`config.mk`:
```
export PLATFORM = sky130hd
export DESIGN_NAME = sid_i2s_tx
export DESIGN_NICKNAME = d
export VERILOG_FILES = /design/src/rtl/sid_i2s_pkg.sv /design/src/rtl/sid_boxcar16.sv /design/src/rtl/sid_i2s_tx.sv
export SDC_FILE = /design/constraint.sdc
export NUM_CORES = 1
export LEC_CHECK = 0
export ABC_AREA = 1
export BUFFER_PORTS_ARGS = -buffer_cell sky130_fd_sc_hd__buf_2
export CELL_PAD_IN_SITES_DETAIL_PLACEMENT = 2
export CELL_PAD_IN_SITES_GLOBAL_PLACEMENT = 2
export CORE_ASPECT_RATIO = 1.4
export CORE_MARGIN = 8
export CORE_UTILIZATION = 33
export CTS_BUF_LIST = sky130_fd_sc_hd__clkbuf_2
export DETAILED_ROUTE_END_ITERATION = 10
export PLACE_DENSITY_LB_ADDON = 0.1
export SLEW_MARGIN = 20
export SYNTH_ARGS = -nofsm -noshare
export SYNTH_HDL_FRONTEND = slang
export SYNTH_SLANG_ARGS = --single-unit
```
`constraint.sdc`:
```
create_clock -name clk -period 1.59 [get_ports clk]
set_input_delay 0.2385 -clock clk [delete_from_list [all_inputs] [get_ports clk]]
set_output_delay 0.2385 -clock clk [all_outputs]
set_load 0.05 [all_outputs]
```
`src/rtl/sid_i2s_pkg.sv`:
```
// sid_i2s_pkg: shared constants and slot-data helper for the SID I2S output stage
package sid_i2s_pkg;
   localparam int SAMPLE_W   = 16;
   localparam int SLOT_BITS  = 32;
   localparam int FRAME_BITS = 64;
   localparam int LR_RISE    = 31;
   localparam int LR_FALL    = 63;
   localparam int AVG_DEPTH  = 16;
   localparam int AVG_SHIFT  = 4;
   localparam int AVG_SUM_W  = 20;

   // First SAMPLE_W slots of each channel carry the word MSB first, the rest pad with zero
   function automatic logic slot_bit(input logic [SAMPLE_W-1:0] f, input logic [5:0] c);
      return (6'(c % SLOT_BITS) < 6'(SAMPLE_W)) ? f[~c[3:0]] : 1'b0;
   endfunction
endpackage

```
`src/rtl/sid_boxcar16.sv`:
```
// sid_boxcar16: 16-tap running-sum boxcar averager for the I2S source sample
module sid_boxcar16
   import sid_i2s_pkg::*;
(
   input  logic                clk,
   input  logic                iRst,
   input  logic                clkEn,
   input  logic [SAMPLE_W-1:0] iSample,
   output logic [SAMPLE_W-1:0] oAvg
);
   logic [SAMPLE_W-1:0]         hist [AVG_DEPTH];
   logic signed [AVG_SUM_W-1:0] sum;
   logic signed [AVG_SUM_W-1:0] add_ext, sub_ext;

   assign add_ext = {{(AVG_SUM_W-SAMPLE_W){iSample[SAMPLE_W-1]}}, iSample};
   assign sub_ext = {{(AVG_SUM_W-SAMPLE_W){hist[AVG_DEPTH-1][SAMPLE_W-1]}}, hist[AVG_DEPTH-1]};
   assign oAvg    = SAMPLE_W'(sum >>> AVG_SHIFT);

   // Shift history and keep the sum equal to the total of the last AVG_DEPTH samples
   always_ff @(posedge clk or posedge iRst)
      if (iRst) begin
         sum <= '0;
         for (int i = 0; i < AVG_DEPTH; i++) hist[i] <= '0;
      end else if (clkEn) begin
         hist[0] <= iSample;
         for (int i = 1; i < AVG_DEPTH; i++) hist[i] <= hist[i-1];
         sum <= sum + add_ext - sub_ext;
      end
endmodule

```
`src/rtl/sid_i2s_tx.sv`:
```
// sid_i2s_tx: Philips I2S transmitter for the mono SID mix; define SID_I2S_AVG_EN to insert the boxcar averager
module sid_i2s_tx
   import sid_i2s_pkg::*;
#(
   parameter int BCLK_DIV = 4
) (
   input  logic                clk,
   input  logic                iRst,
   input  logic                clkEn,
   input  logic [SAMPLE_W-1:0] iSample,
   output logic                oBclk,
   output logic                oLrclk,
   output logic                oSdata,
   output logic                oFrame
);
   localparam int DW = $clog2(BCLK_DIV);
   localparam int CW = $clog2(FRAME_BITS);

   logic [DW-1:0]       divCnt;
   logic [CW-1:0]       bitCnt, nextCnt;
   logic [SAMPLE_W-1:0] frame, src, nextFrame;
   logic                tick, fall, wrap;

   assign tick      = divCnt == DW'(BCLK_DIV-1);
   assign fall      = tick & oBclk;
   assign wrap      = fall & (bitCnt == CW'(LR_FALL));
   assign nextCnt   = bitCnt + CW'(1);
   assign nextFrame = wrap ? src : frame;

`ifdef SID_I2S_AVG_EN
   sid_boxcar16 u_avg (
      .clk     (clk),
      .iRst    (iRst),
      .clkEn   (clkEn),
      .iSample (iSample),
      .oAvg    (src)
   );
`else
   logic [SAMPLE_W-1:0] hold;

   assign src = hold;

   // Latest strobed sample waits here until the next frame latch
   always_ff @(posedge clk or posedge iRst)
      if (iRst) hold <= '0;
      else if (clkEn) hold <= iSample;
`endif

   // Bit clock divider: toggle BCLK every BCLK_DIV master cycles
   always_ff @(posedge clk or posedge iRst)
      if (iRst) begin
         divCnt <= '0;
         oBclk  <= 1'b0;
      end else begin
         divCnt <= tick ? '0 : divCnt + DW'(1);
         oBclk  <= oBclk ^ tick;
      end

   // Serial state advances on BCLK falls so LRCLK/SDATA are stable at every rise
   always_ff @(posedge clk or posedge iRst)
      if (iRst) begin
         bitCnt <= '0;
         frame  <= '0;
         oLrclk <= 1'b0;
         oSdata <= 1'b0;
         oFrame <= 1'b0;
      end else begin
         oFrame <= wrap;
         if (fall) begin
            bitCnt <= nextCnt;
            frame  <= nextFrame;
            oLrclk <= (nextCnt >= CW'(LR_RISE)) && (nextCnt < CW'(LR_FALL));
            oSdata <= slot_bit(nextFrame, nextCnt);
         end
      end
endmodule

```
==> results of run 1 <==
-- cell usage in the layout, fill, tap and decap left out, types with 2 or more instances in the layout --
master          n
dfrtp_1        43
nand2_1        41
inv_1          35
buf_4          25
buf_2          22
o21ai_0        20
nand3_1        20
nand4_1        17
dlygate4sd3_1  15
and2_1         14
nand3_2        12
clkbuf_2        5
buf_12          4
nand2_2         3
inv_2           3
nand3_4         2
clkinv_2        2
xnor2_1         2
o21ai_1         2
ha_4            2
buf_6           2
-- worst min-delay path, stage by stage --
cell and delay [ns]:
buf_2 0.08, nand2_1 0.04, o21ai_0 0.07
-- flip-flops by register name, summed over array words and instances, names as in the netlist --
name	cells
oBclk	1
divCnt	2
frame	16
bitCnt	6
hold	16
oFrame	1
oSdata	1
oLrclk	1
-- Yosys cell counts --
cell       n  share of area, %
xor2_1     1              0.42
nand2_1   42               7.5
a21oi_1    2              0.48
nor2_1     2              0.36
and2_1    15               4.5
dfrtp_1   44                53
nor2_8     1              0.96
clkinv_1   2              0.36
clkbuf_1   4              0.72
nand3_4    1              0.84
nand4_1   17               5.1
o21ai_0   22               5.3
buf_4      1              0.36
o21ai_1    1              0.24
buf_1      1              0.18
inv_1     39               7.0
ha_1       4               2.4
nand2_2    3              0.90
xnor2_1    3               1.3
nand3_1   31               7.4
buf_2      3              0.72
buf_6      1              0.54
-- metrics by stage --
step / area [um2] / utilization (%) / worst slack [ns] / hold WS, ns
5_1_grt: 2918 / 47.30 / -0.3806 / 0.009131
6_report: 2918 / 47.30 / -0.3133 / 0.01921
3_5_place_dp: 2455 / 39.80 / -0.1709 / 0.2228
2_1_floorplan: 2125 / - / -0.0004530 / 0.3458
4_1_cts: 2700 / 43.77 / -0.1488 / 0.005404
3_3_place_gp: 2455 / 39.80 / -0.08964 / 0.2223
-- cells by family (layout without fill, tap and decap cells) --
kind of cell	Yosys count	in the layout	share of synthesized area (%)
simple gates	112	114	27.54
fa+ha+maj	4	4	2.390
buf+inv	51	118	9.856
xor+xnor	4	4	1.673
flops	44	44	52.57
compound gates	25	25	5.974
-- timing repair --
action	CTS	global route
endpoints found under the setup margin	1	7
resized for setup	3	30
gates cloned	1	3
pin swaps	4	20
setup buffers	1	10
hold buffers	15	0
endpoints found under the hold margin	27	0
-- per-layer routing --
| layer | part of all wire [%] | wire length [um] | vias up | GRT usage [%] |
|---|---|---|---|---|
| met5 | 0 | 0 | - | 0 |
| met3 | 2.7 | 187 | 14 | 3.015 |
| met2 | 54 | 3760 | 30 | 26.57 |
| met4 | 3.0 | 206 | 0 | 4.912 |
| met1 | 40 | 2788 | 954 | 14.94 |
| li1 | - | - | 912 | - |
-- area by class of cell --
class	instances	area share [%]
Clock buffer	5	0.8576
Clock inverter	3	1.458
Inverter	41	5.403
Multi-Input combinational cell	147	31.69
Sequential cell	44	37.78
Tap cell	72	3.087
Timing Repair Buffer	69	19.73
-- report_power, final --
part,internal (uW),switching (uW)
logic,62.7,82.6
registers,1160,10.8
clock network,262,418
total,1480,511
-- path summary, 6_finish.rpt --
check                                      start                   end  cells past startpoint
setup / recovery           bitCnt[1]$_DFFE_PP0P_    oSdata$_DFFE_PP0P_                     11
hold / removal                       iSample[11]  hold[11]$_DFFE_PP0P_                      3
setup reg to reg           bitCnt[1]$_DFFE_PP0P_    oSdata$_DFFE_PP0P_                     11
hold reg to reg              divCnt[0]$_DFF_PP0_   divCnt[0]$_DFF_PP0_                      1
max in group asynchronous                   iRst  frame[3]$_DFFE_PP0P_                      4
min in group asynchronous                   iRst   hold[2]$_DFFE_PP0P_                      3
==> impl_summary.log, run 1 <==
INFO  metric power.static_leakage = roughly 0.0015 uW
INFO  metric clock_sink_count = 44
INFO  metric dieArea = about 9200 um2
INFO  metric violations = negative setup slack
INFO  metric clk_latency = ~0.45 ns
INFO  metric clock_tree.buffer_depth = 2
INFO  metric syn2layout_area_growth = 39.31%
INFO  metric final_layout_size_suffix_gt1_share = a little under a third
INFO  metric timing.final.ws_setup = -0.3133 ns
INFO  metric timing.critical_path.max_delay_family = simple AND/OR/NAND/NOR gates
INFO  metric path_common_cell = nand3_2
INFO  metric min_path_type = input port to flop
INFO  metric effective_utilization_at_floorplan = around a third
INFO  metric final_max_slew_viol_count = 0
INFO  metric root_buffer = clkbuf_2
INFO  metric cp_num_buf_inv = 1
INFO  metric vias = about 1,900
INFO  metric vdd_ir_drop_max = 0.0003995 V
INFO  metric status = finished, violations left
INFO  metric routed_via_density = approximately 5.0
INFO  metric synthesis.nets = 263
INFO  metric tritoncts.num_buffers = 5
INFO  metric core_rows = 34
INFO  metric timing.final.setup_violations = 3
INFO  metric route.final.wire_length = ~6900 um
INFO  metric timing.final.hold_violations = 0
INFO  metric post_drt_wl_per_cell = 18.22 um
INFO  metric grt_max_degree = 33
INFO  metric final-seq-area = 1102 um2
INFO  metric netlist_instances = 240
INFO  metric worst_setup_path_start_kind = flop
INFO  metric htree_num_levels = 2
INFO  metric fin_crit_sh = 119.7%
INFO  metric grt_setup_unrepaired = true
INFO  metric dr.first_iter.drc_count = 38
INFO  metric number_of_synthesized_register_bits = between 40 and 50
INFO  metric crit_path_max_incr_delay = 0.43 ns
INFO  metric antenna_cells = 0
INFO  metric fillerInstances = between 600 and 700
INFO  metric timing.clock.skew = approximately 0.023 ns
INFO  metric fp.coreArea = 6168 um2
INFO  metric synthDistinctLibCells = 22
INFO  metric max-cap-violations = 0
INFO  metric drt.antenna.violating_nets = 0
INFO  metric timing.critical_path.to_type = flop
INFO  metric grt_pass1_vias = between 2,000 and 2,500
INFO  metric antenna_found_initial = 0
INFO  metric first_pass_grt_wire_length = a little over 10,000 um
INFO  metric synth-seq-area-share = a little over half
INFO  metric nNetsFinal = 331
INFO  metric power-per-cell-area = around 680 nW/um2
INFO  metric dp.final_hpwl = ~4300 um
INFO  metric io_pins = 23
INFO  metric critPathSlowestCell = dfrtp_1
INFO  metric tightest_slew = about 0.47 ns
INFO  metric detailedRoute.firstPassIterationCount = 4
INFO  metric die_h = between 100 and 150 um
INFO  metric clk_pin_slew = ~0.25 ns
INFO  metric cp_data_arrival_time = between 2 and 2.5 ns
INFO  metric max_freq = 525.4 MHz
INFO  metric grt_remaining_overflow = 0
INFO  metric cts_tree = built
INFO  metric yosysWarningCount = 0
INFO  metric critical_path.max_fanout = 8
INFO  metric dieWidth = about 83 um
INFO  metric maxSlewHeadroom = between 60% and 70%
INFO  metric final_period_minus_worst_setup_slack = 1.903 ns
INFO  metric regToRegSetupSlack = -0.31 ns
INFO  metric mappedNetlistArea = 2095 um2
INFO  metric timing_worst_setup_path_type = flop to flop
INFO  metric routabilityCongestion = about 0.7
INFO  metric placed_cells_incl_taps = ~350
INFO  metric cp.required = 1.95 ns
INFO  metric multiInputGateArea = approximately 920 um2
INFO  metric gr-usage-all-layers = 13.99%
INFO  metric stdcell_count = between 300 and 400
INFO  metric power = roughly 2000 uW
INFO  metric syn-mean-instance-area = 8.727 um2
INFO  metric drc_errors = 0
INFO  metric setup-tns-final = -0.3844 ns
INFO  metric buffer_ports.inserted = 22
INFO  metric cell_chain_of_the_critical_path = ha_2 > nand2_4 > nor2_8 > buf_12 > nand4_1 > nand3_1 > nand3_2 > nand3_2 > nand3_2 > nand3_2 > nand2_1
Power figures use the tool's default switching activity.
==> run 2: changes to the inputs <==
ABC_AREA = not set   (was 1)
CORE_UTILIZATION = 41   (was 33)
clock period = 2 ns   (was 1.59 ns; I/O delays follow)
==> run 2 against run 1 <==
  * The run still ends with negative setup slack left
  * Via count fell by 24%
  * Routed wire length fell by 18%
  * Clock skew fell by 0.0013 ns
  * Synthesized cell count fell by 33%
  * Non-clock buffer count fell by 22
  * Hold slack improved by 0.085 ns
  * Maximum frequency fell by 8.3%
  * Sequential share of layout area rose by 4.9 points
  * Flip-flop and latch count did not move
  * Total power fell by 23%
==> impl_summary.log, run 2 <==
INFO  metric number_of_synthesized_flops_with_an_enable_pin = 0 (unchanged)
INFO  metric mappedNetlistArea = 1986 um2 (-5.2%)
INFO  metric post_synth_xor_xnor_area = 4.348% (+2.7 points)
INFO  metric power.static_leakage = 0.001140 uW (-22%)
INFO  metric r2r_end = oSdata$_DFFE_PP0P_
INFO  metric root_buffer = clkbuf_2
INFO  metric htree_num_levels = 2 (unchanged)
INFO  metric min_path_type = input port to flop
INFO  metric final_period_minus_worst_setup_slack = 2.077 ns (+0.1732 ns)
INFO  metric dr.first_iter.drc_count = 31 (-18%)
INFO  metric synth_compound_area_share = 7.372% (+1.4 points)
INFO  metric clock_sink_count = 44 (unchanged)
INFO  metric critPathSlowestCell = dfrtp_1
INFO  metric post_dp_cell_area = 2261 um2 (-7.9%)
INFO  metric synth_commonest_cells = 44 x dfrtp_1, 29 x mux2_2, 13 x nand2_1
INFO  metric gr-usage-met1 = 17.26% (+2.3 points)
INFO  metric grt_max_degree = 45 (+36%)
INFO  metric synth_mux_area_share = 17.96% (+18 points)
INFO  metric vias = 1,445 (-24%)
INFO  metric drc_errors = 0 (unchanged)
INFO  metric synthDistinctLibCells = 31 (+41%)
INFO  metric syn2layout_area_growth = 30.12%
INFO  metric cp_num_buf_inv = 1 (unchanged)
INFO  metric clock_tree.buffer_depth = 2 (unchanged)
INFO  metric fillerInstances = 482 (-27%)
INFO  metric syn-mean-instance-area = 12.41 um2 (+42%)
INFO  metric dieWidth = 74.82 um (-10%)
INFO  metric tritoncts.num_buffers = 5 (unchanged)
INFO  metric route.final.wire_length = 5694 um (-18%)
INFO  metric tightest_slew = 0.5659 ns (+0.09754 ns)
INFO  metric final_layout_size_suffix_gt1_share = 50.24% (+19 points)
INFO  metric finalHoldWorstSlack = 0.1045 ns (+0.08532 ns)
INFO  metric buffer_ports.inserted = 22 (unchanged)
INFO  metric synth-seq-area-share = 55.45% (+2.9 points)
INFO  metric fp.coreArea = 4767 um2 (-23%)
INFO  metric synth_ff_type = dfrtp_1
INFO  metric hold_path_end = hold[14]$_DFFE_PP0P_
INFO  metric postSynth.asyncResetShare = 100.0% (unchanged)
INFO  metric max_freq = 481.6 MHz (-8.3%)
INFO  metric routed_via_density = 5.332 (+6.4%)
INFO  metric reg2reg_from = divCnt[0]$_DFF_PP0_
INFO  metric clk_latency = 0.42 ns (-0.03 ns)
INFO  metric synth_simple_gate_area_share = 9.011% (-19 points)
INFO  metric effective_utilization_at_floorplan = 41.65% (+7.7 points)
INFO  metric final-seq-area = 1104 um2 (+0.11%)
INFO  metric first_pass_grt_wire_length = 8528 um (-18%)
INFO  metric grt_setup_unrepaired = true
INFO  metric critical_path.max_fanout = 5 (-3)
INFO  metric worstHoldStart = iSample[14]
INFO  metric violations = negative setup slack
INFO  metric dieArea = 7357 um2 (-20%)
INFO  metric cp.required = 2.35 ns (+0.40 ns)
INFO  metric placed_cells_incl_taps = 253 (-27%)
INFO  metric timing.critical_path.to_type = flop
INFO  metric number_of_synthesized_register_bits = 44 (unchanged)
INFO  metric top_count_cell_post_synth = dfrtp_1
INFO  metric dp.final_hpwl = 3732 um (-13%)
INFO  metric status = finished, violations left
INFO  metric io_pins = 23 (unchanged)
INFO  metric synthesis.nets = 183 (-30%)
INFO  metric final_area = 2584 um2 (-11%)
INFO  metric power-per-cell-area = 590.5 nW/um2 (-14%)
INFO  metric stdcell_count = 271 (-29%)
INFO  metric antenna_found_initial = 0 (unchanged)
INFO  metric maxSlewHeadroom = 62.28% (-6.5 points)
INFO  metric timing_worst_setup_path_type = flop to flop
INFO  metric synth_top_cell_area_share = 55.45% (+2.9 points)
INFO  metric gr-usage-all-layers = 15.29% (+1.3 points)
INFO  metric synthDominantAreaCellType = dfrtp_1
INFO  metric most-common-layout-cells = 42 x dfrtp_1, 29 x mux2_2, 22 x buf_2, 22 x buf_4, 13 x nand2_1
INFO  metric top_regs = frame (16), hold (16), bitCnt (6)
INFO  metric nNetsFinal = 229 (-31%)
INFO  metric vdd_ir_drop_max = 0.0004622 V (+16%)
INFO  metric cell_chain_of_the_critical_path = ha_4 > ha_4 > nand4_4 > buf_4 > o21ai_1 > a311oi_1 > o21ai_1 > o32ai_2
INFO  metric antenna_cells = 0 (unchanged)
INFO  metric busiest_layer = met2
INFO  metric globalRouteMet2Util = 26.94% (+0.36 points)
INFO  metric timing.final.ws_setup = -0.07658 ns (+0.2368 ns)
INFO  metric multiInputGateArea = 1002 um2 (+8.4%)
INFO  metric regToRegSetupSlack = -0.08 ns (+0.24 ns)
INFO  metric timing.critical_path.max_delay_family = compound AO/OA/AOI/OAI gates
INFO  metric yosysWarningCount = 0 (unchanged)
INFO  metric max-cap-violations = 0 (unchanged)
INFO  metric synth_fa_ha_area_share = 3.025% (+0.64 points)
INFO  metric r2r_cells = 8 (-3)
INFO  metric cp_data_arrival_time = 2.43 ns (+0.17 ns)
INFO  metric netlist_instances = 160 (-33%)
INFO  metric synth.area.top_cells = dfrtp_1 55%, mux2_2 16%, ha_1 2.5%, nand2_1 2.5%, a221oi_1 2.2%
INFO  metric routabilityCongestion = 0.8807 (+22%)
INFO  metric post_drt_wl_per_cell = 21.01 um (+15%)
INFO  metric cts_tree = built
INFO  metric grt_remaining_overflow = 0 (unchanged)
INFO  metric die_h = 98.34 um (-11%)
INFO  metric fin_crit_sh = 103.8% (-16 points)
INFO  metric drt.antenna.violating_nets = 0 (unchanged)
INFO  metric grt_pass1_vias = 1,646 (-23%)
INFO  metric timing.final.hold_violations = 0 (unchanged)
INFO  metric global_route.usage.met3 = 2.667% (-0.35 points)
INFO  metric holdPathStages = 2 (-1)
INFO  metric largest_family_of_logic_cells_by_synthesized_area = multiplexers
INFO  metric timing.final.setup_violations = 1 (-2)
INFO  metric detailedRoute.firstPassIterationCount = 4 (unchanged)
INFO  metric core_rows = 30 (-12%)
INFO  metric clk_pin_slew = 0.23 ns (-0.02 ns)
INFO  metric worst_setup_path_start_kind = flop
INFO  metric most_common_library_cell_in_the_layout_ignoring_fill_and_taps = dfrtp_1
INFO  metric final_max_slew_viol_count = 0 (unchanged)
INFO  metric crit_path_max_incr_delay = 0.47 ns (+0.04 ns)
INFO  metric timing.clock.skew = 0.02203 ns (-0.001272 ns)
## run 2: cell types whose count changed in the layout (fill, tap and decap cells not counted), moves of 13 or more
cell,change
dlygate4sd3_1,-14
inv_1,-31
mux2_2,+29
nand2_1,-28
nand3_1,-13
nand4_1,-17
o21ai_0,-18
## run 2: repair_timing
item	in CTS	in global routing
gates resized for setup	18	16
setup buffers	1	8
endpoints found under the setup margin	2	2
endpoints found under the hold margin	44	0
pin swaps	2	9
cloned	0	0
hold buffers	1	0
## run 2: how the worst max path moves through the flow
stage	startpoint	cells past startpoint	to
2_1_floorplan	oBclk$_DFF_PP0_	7	oSdata$_DFFE_PP0P_
3_3_place_gp	divCnt[0]$_DFF_PP0_	8	oSdata$_DFFE_PP0P_
3_5_place_dp	divCnt[0]$_DFF_PP0_	7	oSdata$_DFFE_PP0P_
4_1_cts	divCnt[0]$_DFF_PP0_	8	oSdata$_DFFE_PP0P_
5_1_grt	divCnt[0]$_DFF_PP0_	8	oSdata$_DFFE_PP0P_
6_report	divCnt[0]$_DFF_PP0_	8	oSdata$_DFFE_PP0P_
## run 2: routing by layer
| layer | wire length (um) | part of all wire, % |
|---|---|---|
| met5 | 0 | 0 |
| met4 | 140 | 2.5 |
| met3 | 135 | 2.4 |
| met2 | 3342 | 59 |
| met1 | 2076 | 36 |
## run 2: per-stage QoR
| step | total power (uW) | utilization (%) | setup slack, ns | setup TNS [ns] |
|---|---|---|---|---|
| 2_1_floorplan | 1003 | - | 0.01227 | 0 |
| 3_3_place_gp | 1032 | 47.43 | 0.005428 | 0 |
| 3_5_place_dp | 1041 | 47.43 | -0.1936 | -0.1936 |
| 4_1_cts | 1549 | 50.73 | 0.007911 | 0 |
| 5_1_grt | 1581 | 54.20 | -0.2424 | -0.2424 |
| 6_report | 1526 | 54.20 | -0.07658 | -0.07658 |
## run 2: worst reg2reg max path: stages (launching register included)
cell      delay, ns
dfrtp_1        0.47
ha_4           0.19
ha_4           0.18
nand4_4        0.08
buf_4          0.17
o21ai_1        0.10
a311oi_1       0.41
o21ai_1        0.17
o32ai_2        0.24
## run 2: logic make-up after synthesis
kind of cell	Yosys count
buf+inv	13
fa+ha+maj	5
simple gates	36
compound gates	21
mux	32
xor+xnor	9
flops	44
## run 2: power by group
| part | total [uW] | switching, uW | internal, uW |
|---|---|---|---|
| Sequential | 946 | 22.9 | 923 |
| Combinational | 81.3 | 37.3 | 44.0 |
| Clock | 498 | 295 | 203 |
## run 2: layout make-up
class	instances	area share, %
tap	64	3.099
timing repair buffer	47	12.25
clock buffer	5	0.9685
inverter	5	0.7264
clock inverter	3	1.453
multi-input combinational	103	38.79
sequential	44	42.71
